==> config.mk <==
export PLATFORM = sky130hd
export DESIGN_NAME = multicycle_control_unit_flat
export DESIGN_NICKNAME = d
export VERILOG_FILES = /design/src/rtl/control_pkg.sv /design/src/rtl/multicycle_control_unit_if.sv /design/src/rtl/multicycle_control_unit_ula_decoder.sv /design/src/rtl/multicycle_control_unit.sv /design/src/flat_wrapper.sv
export SDC_FILE = /design/constraint.sdc
export NUM_CORES = 1
export LEC_CHECK = 0
export CORE_MARGIN = 3
export CORE_UTILIZATION = 38
export CTS_CLUSTER_DIAMETER = 40
export DETAILED_ROUTE_END_ITERATION = 16
export PLACE_DENSITY_LB_ADDON = 0.1
export SYNTH_ARGS = -nofsm -noshare
export SYNTH_HDL_FRONTEND = slang
export SYNTH_SLANG_ARGS = --single-unit
==> constraint.sdc <==
create_clock -name clk -period 5.12 [get_ports clk]
set_clock_uncertainty 0.05 [all_clocks]
set_input_delay 1.536 -clock clk [delete_from_list [all_inputs] [get_ports clk]]
set_output_delay 1.536 -clock clk [all_outputs]
set_load 0.005 [all_outputs]
==> src/rtl/control_pkg.sv <==
// Shared encodings for the multicycle RV32I control unit: FSM states, opcodes
// and datapath select/operation codes.
package control_pkg;

  typedef enum logic [3:0] {
    S_FETCH,
    S_DECODE,
    S_MEMADR,
    S_MEMREAD,
    S_MEMWB,
    S_MEMWR,
    S_EXECR,
    S_EXECI,
    S_ALUWB,
    S_BEQ,
    S_JAL
  } state_t;

  localparam logic [6:0] OP_LW  = 7'b0000011;
  localparam logic [6:0] OP_SW  = 7'b0100011;
  localparam logic [6:0] OP_R   = 7'b0110011;
  localparam logic [6:0] OP_I   = 7'b0010011;
  localparam logic [6:0] OP_BEQ = 7'b1100011;
  localparam logic [6:0] OP_JAL = 7'b1101111;

  localparam logic [2:0] ULA_ADD = 3'b000;
  localparam logic [2:0] ULA_SUB = 3'b001;
  localparam logic [2:0] ULA_AND = 3'b010;
  localparam logic [2:0] ULA_OR  = 3'b011;
  localparam logic [2:0] ULA_SLT = 3'b101;

  localparam logic [1:0] IMM_I = 2'b00;
  localparam logic [1:0] IMM_S = 2'b01;
  localparam logic [1:0] IMM_B = 2'b10;
  localparam logic [1:0] IMM_J = 2'b11;

  localparam logic [1:0] RES_ALUOUT = 2'b00;
  localparam logic [1:0] RES_DATA   = 2'b01;
  localparam logic [1:0] RES_ULA    = 2'b10;

  localparam logic [1:0] SRCA_PC    = 2'b00;
  localparam logic [1:0] SRCA_OLDPC = 2'b01;
  localparam logic [1:0] SRCA_RS1   = 2'b10;

  localparam logic [1:0] SRCB_RS2  = 2'b00;
  localparam logic [1:0] SRCB_IMM  = 2'b01;
  localparam logic [1:0] SRCB_FOUR = 2'b10;

  localparam logic [1:0] ALUOP_ADD   = 2'b00;
  localparam logic [1:0] ALUOP_SUB   = 2'b01;
  localparam logic [1:0] ALUOP_FUNCT = 2'b10;

  function automatic logic [1:0] imm_src(input logic [6:0] op);
    case (op)
      OP_SW:   return IMM_S;
      OP_BEQ:  return IMM_B;
      OP_JAL:  return IMM_J;
      default: return IMM_I;
    endcase
  endfunction

endpackage

==> src/rtl/multicycle_control_unit_if.sv <==
// Control-unit <-> datapath bundle: instruction fields and flag in, enables
// and selects out.
interface multicycle_control_unit_if #(
  parameter int unsigned ALU_CTRL_W = 3
);
  logic [6:0]            OP;
  logic [2:0]            Funct3;
  logic [6:0]            Funct7;
  logic                  Zero;
  logic                  PCWrite;
  logic                  AdrSrc;
  logic                  IRWrite;
  logic                  MemWrite;
  logic                  RegWrite;
  logic [1:0]            ResultSrc;
  logic [1:0]            ULASrcA;
  logic [1:0]            ULASrcB;
  logic [1:0]            ImmSrc;
  logic [ALU_CTRL_W-1:0] ULAControl;
  logic                  InstrDone;
  logic                  Illegal;

  modport master (
    input  OP, Funct3, Funct7, Zero,
    output PCWrite, AdrSrc, IRWrite, MemWrite, RegWrite, ResultSrc,
           ULASrcA, ULASrcB, ImmSrc, ULAControl, InstrDone, Illegal
  );

  modport slave (
    output OP, Funct3, Funct7, Zero,
    input  PCWrite, AdrSrc, IRWrite, MemWrite, RegWrite, ResultSrc,
           ULASrcA, ULASrcB, ImmSrc, ULAControl, InstrDone, Illegal
  );
endinterface

==> src/rtl/multicycle_control_unit_ula_decoder.sv <==
// ULA operation decode from FSM ALUOp and instruction function fields.
module ula_decoder
  import control_pkg::*;
#(
  parameter int unsigned ALU_CTRL_W = 3
) (
  input  logic [1:0]            ALUOp,
  input  logic [2:0]            Funct3,
  input  logic                  Funct7b5,
  input  logic                  OPb5,
  output logic [ALU_CTRL_W-1:0] ULAControl
);
  logic [2:0] ctrl;

  always_comb begin
    ctrl = ULA_ADD;
    case (ALUOp)
      ALUOP_SUB: ctrl = ULA_SUB;
      ALUOP_FUNCT: begin
        // OP[5] separates R-type from I-type, so addi never becomes sub
        case (Funct3)
          3'b000:  ctrl = (OPb5 && Funct7b5) ? ULA_SUB : ULA_ADD;
          3'b010:  ctrl = ULA_SLT;
          3'b110:  ctrl = ULA_OR;
          3'b111:  ctrl = ULA_AND;
          default: ctrl = ULA_ADD;
        endcase
      end
      default: ctrl = ULA_ADD;
    endcase
  end

  assign ULAControl = ALU_CTRL_W'(ctrl);
endmodule

==> src/rtl/multicycle_control_unit.sv <==
// Moore FSM sequencing the multicycle RV32I datapath (fetch, decode, execute,
// memory, write-back) over a shared ULA and memory port.
module multicycle_control_unit
  import control_pkg::*;
#(
  parameter int unsigned ALU_CTRL_W = 3
) (
  input  logic                        clk,
  input  logic                        reset,
  multicycle_control_unit_if.master   bus
);
  state_t     state_q, state_d;
  logic [1:0] alu_op;

  always_ff @(posedge clk) begin
    if (reset) state_q <= S_FETCH;
    else       state_q <= state_d;
  end

  always_comb begin
    state_d       = S_FETCH;
    alu_op        = ALUOP_ADD;
    bus.PCWrite   = 1'b0;
    bus.AdrSrc    = 1'b0;
    bus.IRWrite   = 1'b0;
    bus.MemWrite  = 1'b0;
    bus.RegWrite  = 1'b0;
    bus.ResultSrc = RES_ALUOUT;
    bus.ULASrcA   = SRCA_PC;
    bus.ULASrcB   = SRCB_RS2;
    bus.InstrDone = 1'b0;
    bus.Illegal   = 1'b0;
    case (state_q)
      S_FETCH: begin
        bus.IRWrite = 1'b1; bus.PCWrite = 1'b1;
        bus.ULASrcB = SRCB_FOUR; bus.ResultSrc = RES_ULA;
        state_d = S_DECODE;
      end
      S_DECODE: begin
        bus.ULASrcA = SRCA_OLDPC; bus.ULASrcB = SRCB_IMM;
        case (bus.OP)
          OP_LW, OP_SW: state_d = S_MEMADR;
          OP_R:         state_d = S_EXECR;
          OP_I:         state_d = S_EXECI;
          OP_BEQ:       state_d = S_BEQ;
          OP_JAL:       state_d = S_JAL;
          default: begin
            bus.Illegal = 1'b1; bus.InstrDone = 1'b1;
            state_d = S_FETCH;
          end
        endcase
      end
      S_MEMADR: begin
        bus.ULASrcA = SRCA_RS1; bus.ULASrcB = SRCB_IMM;
        state_d = (bus.OP == OP_LW) ? S_MEMREAD : S_MEMWR;
      end
      S_MEMREAD: begin
        bus.AdrSrc = 1'b1;
        state_d = S_MEMWB;
      end
      S_MEMWB: begin
        bus.ResultSrc = RES_DATA; bus.RegWrite = 1'b1; bus.InstrDone = 1'b1;
      end
      S_MEMWR: begin
        bus.AdrSrc = 1'b1; bus.MemWrite = 1'b1; bus.InstrDone = 1'b1;
      end
      S_EXECR: begin
        bus.ULASrcA = SRCA_RS1; alu_op = ALUOP_FUNCT;
        state_d = S_ALUWB;
      end
      S_EXECI: begin
        bus.ULASrcA = SRCA_RS1; bus.ULASrcB = SRCB_IMM; alu_op = ALUOP_FUNCT;
        state_d = S_ALUWB;
      end
      S_ALUWB: begin
        bus.RegWrite = 1'b1; bus.InstrDone = 1'b1;
      end
      S_BEQ: begin
        bus.ULASrcA = SRCA_RS1; alu_op = ALUOP_SUB;
        bus.PCWrite = bus.Zero; bus.InstrDone = 1'b1;
      end
      S_JAL: begin
        bus.ULASrcA = SRCA_OLDPC; bus.ULASrcB = SRCB_FOUR; bus.PCWrite = 1'b1;
        state_d = S_ALUWB;
      end
      default: state_d = S_FETCH;
    endcase
    // Reset overrides whatever state is current: selects show FETCH, no writes
    if (reset) begin
      bus.PCWrite   = 1'b0; bus.IRWrite  = 1'b0; bus.MemWrite = 1'b0;
      bus.RegWrite  = 1'b0; bus.InstrDone = 1'b0; bus.Illegal = 1'b0;
      bus.AdrSrc    = 1'b0;
      bus.ResultSrc = RES_ULA;
      bus.ULASrcA   = SRCA_PC;
      bus.ULASrcB   = SRCB_FOUR;
      alu_op        = ALUOP_ADD;
      state_d       = S_FETCH;
    end
  end

  assign bus.ImmSrc = imm_src(bus.OP);

  ula_decoder #(.ALU_CTRL_W(ALU_CTRL_W)) u_ula_decoder (
    .ALUOp      (alu_op),
    .Funct3     (bus.Funct3),
    .Funct7b5   (bus.Funct7[5]),
    .OPb5       (bus.OP[5]),
    .ULAControl (bus.ULAControl)
  );
endmodule

==> src/flat_wrapper.sv <==
// flat-port wrapper written by rule: the top's interface ports become plain ports
module multicycle_control_unit_flat import control_pkg::*;
#(
  parameter int unsigned ALU_CTRL_W = 3
)
  (clk, reset, bus_OP, bus_Funct3, bus_Funct7, bus_Zero, bus_PCWrite, bus_AdrSrc, bus_IRWrite, bus_MemWrite, bus_RegWrite, bus_ResultSrc, bus_ULASrcA, bus_ULASrcB, bus_ImmSrc, bus_ULAControl, bus_InstrDone, bus_Illegal);
  multicycle_control_unit_if #(.ALU_CTRL_W(ALU_CTRL_W)) bus_i ();
  input  logic clk;
  input  logic reset;
  input wire logic [$bits(bus_i.OP)-1:0] bus_OP;
  input wire logic [$bits(bus_i.Funct3)-1:0] bus_Funct3;
  input wire logic [$bits(bus_i.Funct7)-1:0] bus_Funct7;
  input wire logic [$bits(bus_i.Zero)-1:0] bus_Zero;
  output wire logic [$bits(bus_i.PCWrite)-1:0] bus_PCWrite;
  output wire logic [$bits(bus_i.AdrSrc)-1:0] bus_AdrSrc;
  output wire logic [$bits(bus_i.IRWrite)-1:0] bus_IRWrite;
  output wire logic [$bits(bus_i.MemWrite)-1:0] bus_MemWrite;
  output wire logic [$bits(bus_i.RegWrite)-1:0] bus_RegWrite;
  output wire logic [$bits(bus_i.ResultSrc)-1:0] bus_ResultSrc;
  output wire logic [$bits(bus_i.ULASrcA)-1:0] bus_ULASrcA;
  output wire logic [$bits(bus_i.ULASrcB)-1:0] bus_ULASrcB;
  output wire logic [$bits(bus_i.ImmSrc)-1:0] bus_ImmSrc;
  output wire logic [$bits(bus_i.ULAControl)-1:0] bus_ULAControl;
  output wire logic [$bits(bus_i.InstrDone)-1:0] bus_InstrDone;
  output wire logic [$bits(bus_i.Illegal)-1:0] bus_Illegal;
  assign bus_i.OP = bus_OP;
  assign bus_i.Funct3 = bus_Funct3;
  assign bus_i.Funct7 = bus_Funct7;
  assign bus_i.Zero = bus_Zero;
  assign bus_PCWrite = bus_i.PCWrite;
  assign bus_AdrSrc = bus_i.AdrSrc;
  assign bus_IRWrite = bus_i.IRWrite;
  assign bus_MemWrite = bus_i.MemWrite;
  assign bus_RegWrite = bus_i.RegWrite;
  assign bus_ResultSrc = bus_i.ResultSrc;
  assign bus_ULASrcA = bus_i.ULASrcA;
  assign bus_ULASrcB = bus_i.ULASrcB;
  assign bus_ImmSrc = bus_i.ImmSrc;
  assign bus_ULAControl = bus_i.ULAControl;
  assign bus_InstrDone = bus_i.InstrDone;
  assign bus_Illegal = bus_i.Illegal;
  multicycle_control_unit #(.ALU_CTRL_W(ALU_CTRL_W)) u_core (.clk(clk), .reset(reset), .bus(bus_i));
endmodule
==> key figures <==
Floorplan
  – Core box area: 1610 um2
  – DIE AREA: 2390 um2
  – Die Ht: 48.9 um
  – Std cell rows: 14
  – Initial Util: 43.3%
  – DIE WIDTH: 48.9 um
  – Ports: 38

Clocking
  – Reg clk slew, reported paths: 40 ps
  – Post-CTS Setup Repair Bufs: 0
  – Root Buffer: clkbuf_4
  – Cts hold-fix bufs: 0
  – Clk_lat worst skew: 240 ps
  – CTS Sinks: 4
  – CTS buffer count: 3
  – Clk buf depth: 2
  – CTS tree: built
  – CTS H-tree lvls: 1

Logic synthesis
  – Ys Warns: 0
  – Syn_nets: 118
  – Mapped Area: 698 um2
  – Sequential fraction of the synthesis area: 11.5%
  – Post-synth top area share: 11.5%
  – Cells after Synth: 96
  – Seq cells post-synth: 4
  – Number of synthesized flops with an enable pin: 0
  – Area leader, netlist: dfxtp_1
  – Count of cell types in the netlist: 43
  – Main area contributors after synthesis: dfxtp_1 (11%), a21oi_1 (4.3%), nor2_1 (4.3%)
  – Post-synth ARST share: 0%
  – Mean area per synthesized cell: 7.27 um2
  – Main flop type after synthesis: dfxtp_1

Setup path
  – Startpoint types: input port
  – Critical path data arrival time: 3270 ps
  – Slowest cell delay on critical path: 520 ps
  – Worst path slowest cell: clkdlybuf4s50_1
  – Worst Path Required: 3530 ps
  – Worst-path cell chain: clkdlybuf4s50_1 -> nor4bb_1 -> nand2b_1 -> a21oi_1 -> clkdlybuf4s50_1
  – Critical Path End Type: output port
  – Worst Path Max Fanout: 4
  – Crit path top cell by count: clkdlybuf4s50_1
  – WS Path Type: in2out

Final layout
  – Fin nets: 154
  – Fraction of layout cells with a size suffix above 1: 10.8%
  – Fillers: 153
  – Most frequent cells in the layout: clkdlybuf4s50_1 (28), nor2_1 (7), buf_4 (7), a21oi_1 (6)
  – Most common cell after layout, fill and taps aside: clkdlybuf4s50_1
  – Biggest register: u_core.state_q
  – Max reg flops: 4
  – # diodes: 0
  – Regs by FF count: u_core.state_q x4
  – Area growth syn-to-layout: 55.9%

Power
  – Leak: 0.455 nW
  – Pwr dens: 110 nW/um2
  – VDD IR max: 0.0807 mV

Timing
  – TNS Setup: 0 ps
  – Setup ws final: 264 ps
  – Slew @ Worst Pin: 673 ps
  – Minimum clock period: 4860 ps
  – Final Hold Viols: 0
  – Slew Viols, Final: 0
  – Period Utilization, post-route: 94.8%
  – Max Freq: 206 MHz
  – Final setup vio count: 0
  – Worst rel slew slack: 55.1%
  – RSZ-0062 raised after global routing: no

Route
  – Via density: 5.31
  – Routed Antenna Nets: 0
  – DRT iter0 DRCs: 11
  – Wire per inst: 11.4 um
  – Drt drc: 0
  – Drt first pass iters: 4
  – Via count: 817
  – DRT Wirelength: 1.75 mm

Global route
  – Global-route wire length before repair: 2.84 mm
  – Initial antenna violation count: 0
  – GR Overflow Total: 0
  – GRT Total Usage: 14.3%
  – Largest net degree at the start of global routing: 20
  – Vias in the first global route: 693

Placement
  – Detail Placement HPWL: 1.35 mm
  – Post-Place Setup Slack: 27.9 ps
  – IO Port Bufs: 31
  – Gpl congestion: 0.797

Run status
  – Status: finished clean

Worst hold path
  – Hold/Removal Path Class: reg2reg

Run
  – Max Cap Viol: 0
synthesized netlist by cell type, drive strengths merged, types with 3 or more instances:
master	number
a21oi	6
nand3b	3
dfxtp	4
buf	3
nor2b	4
and3	4
nand2b	4
xnor2	3
and3b	3
clkbuf	4
o21ai	4
nor2	8
nor3	4
inv	3
where the power goes:
group | switching (mW) | leakage, nW | internal (mW)
sequential | 0.00322 | 0.0326 | 0.0321
combinational | 0.0159 | 0.409 | 0.0289
clock | 0.0135 | 0.0138 | 0.0263
final cells by class:
class,instances,area (um2),share of cell area (%)
clock buffer,3,22.5,2.07
inverter,3,11.3,1.03
multi-input combinational,82,574,52.8
sequential,4,80.1,7.36
tap,24,30.0,2.76
timing repair buffer,38,370,34.0
per-stage QoR:
stage / std cells / area (um2) / hold slack, ps / util (%) / power [mW]
2_1_floorplan: 96 / 698 / 597 / - / 0.0529
3_3_place_gp: 151 / 1060 / 738 / 65.5 / 0.0801
3_5_place_dp: 151 / 1060 / 766 / 65.5 / 0.0805
5_1_grt: 154 / 1090 / 837 / 67.5 / 0.127
4_1_cts: 154 / 1080 / 770 / 66.9 / 0.120
6_report: 154 / 1090 / 774 / 67.5 / 0.120
logic make-up after synthesis:
kind of cell	Yosys count	synth area share (%)
buffers and inverters	10	6.63
XOR/XNOR	5	6.27
multiplexers	1	1.43
AND/OR/NAND/NOR	54	52.0
AO/OA/AOI/OAI	20	18.6
adder cells (fa/ha/maj)	2	3.58
flip-flops	4	11.5
worst max-delay path: cells and delay by family:
family / cells / cell delay (ps)
buffers and inverters: 2 / 1030
and+or+nand+nor: 2 / 550
AOI/OAI and AO/OA: 1 / 160
final timing paths:
check,from,endpoint,slack [ps],cells past startpoint
hold / removal,u_core.state_q[1]$_SDFF_PP0_,u_core.state_q[2]$_SDFF_PP0_,770,2
setup reg to reg,u_core.state_q[0]$_SDFF_PP0_,u_core.state_q[1]$_SDFF_PP0_,3350,3
hold reg to reg,u_core.state_q[1]$_SDFF_PP0_,u_core.state_q[2]$_SDFF_PP0_,770,2
setup / recovery,bus_OP[0],bus_ImmSrc[0],260,5
metal layers:
metal / routed length [um] / GRT usage (%)
met2: 766 / 23.8
met1: 829 / 17.7
met3: 136 / 3.36
met5: 0 / 0
met4: 18 / 5.69
repair_timing:
item                                    in CTS  in global routing
resized for setup                            0                  4
endpoints found under the setup margin       0                  3
endpoints found under the hold margin        0                  0
Note: power is estimated with default switching activity, not from simulation.
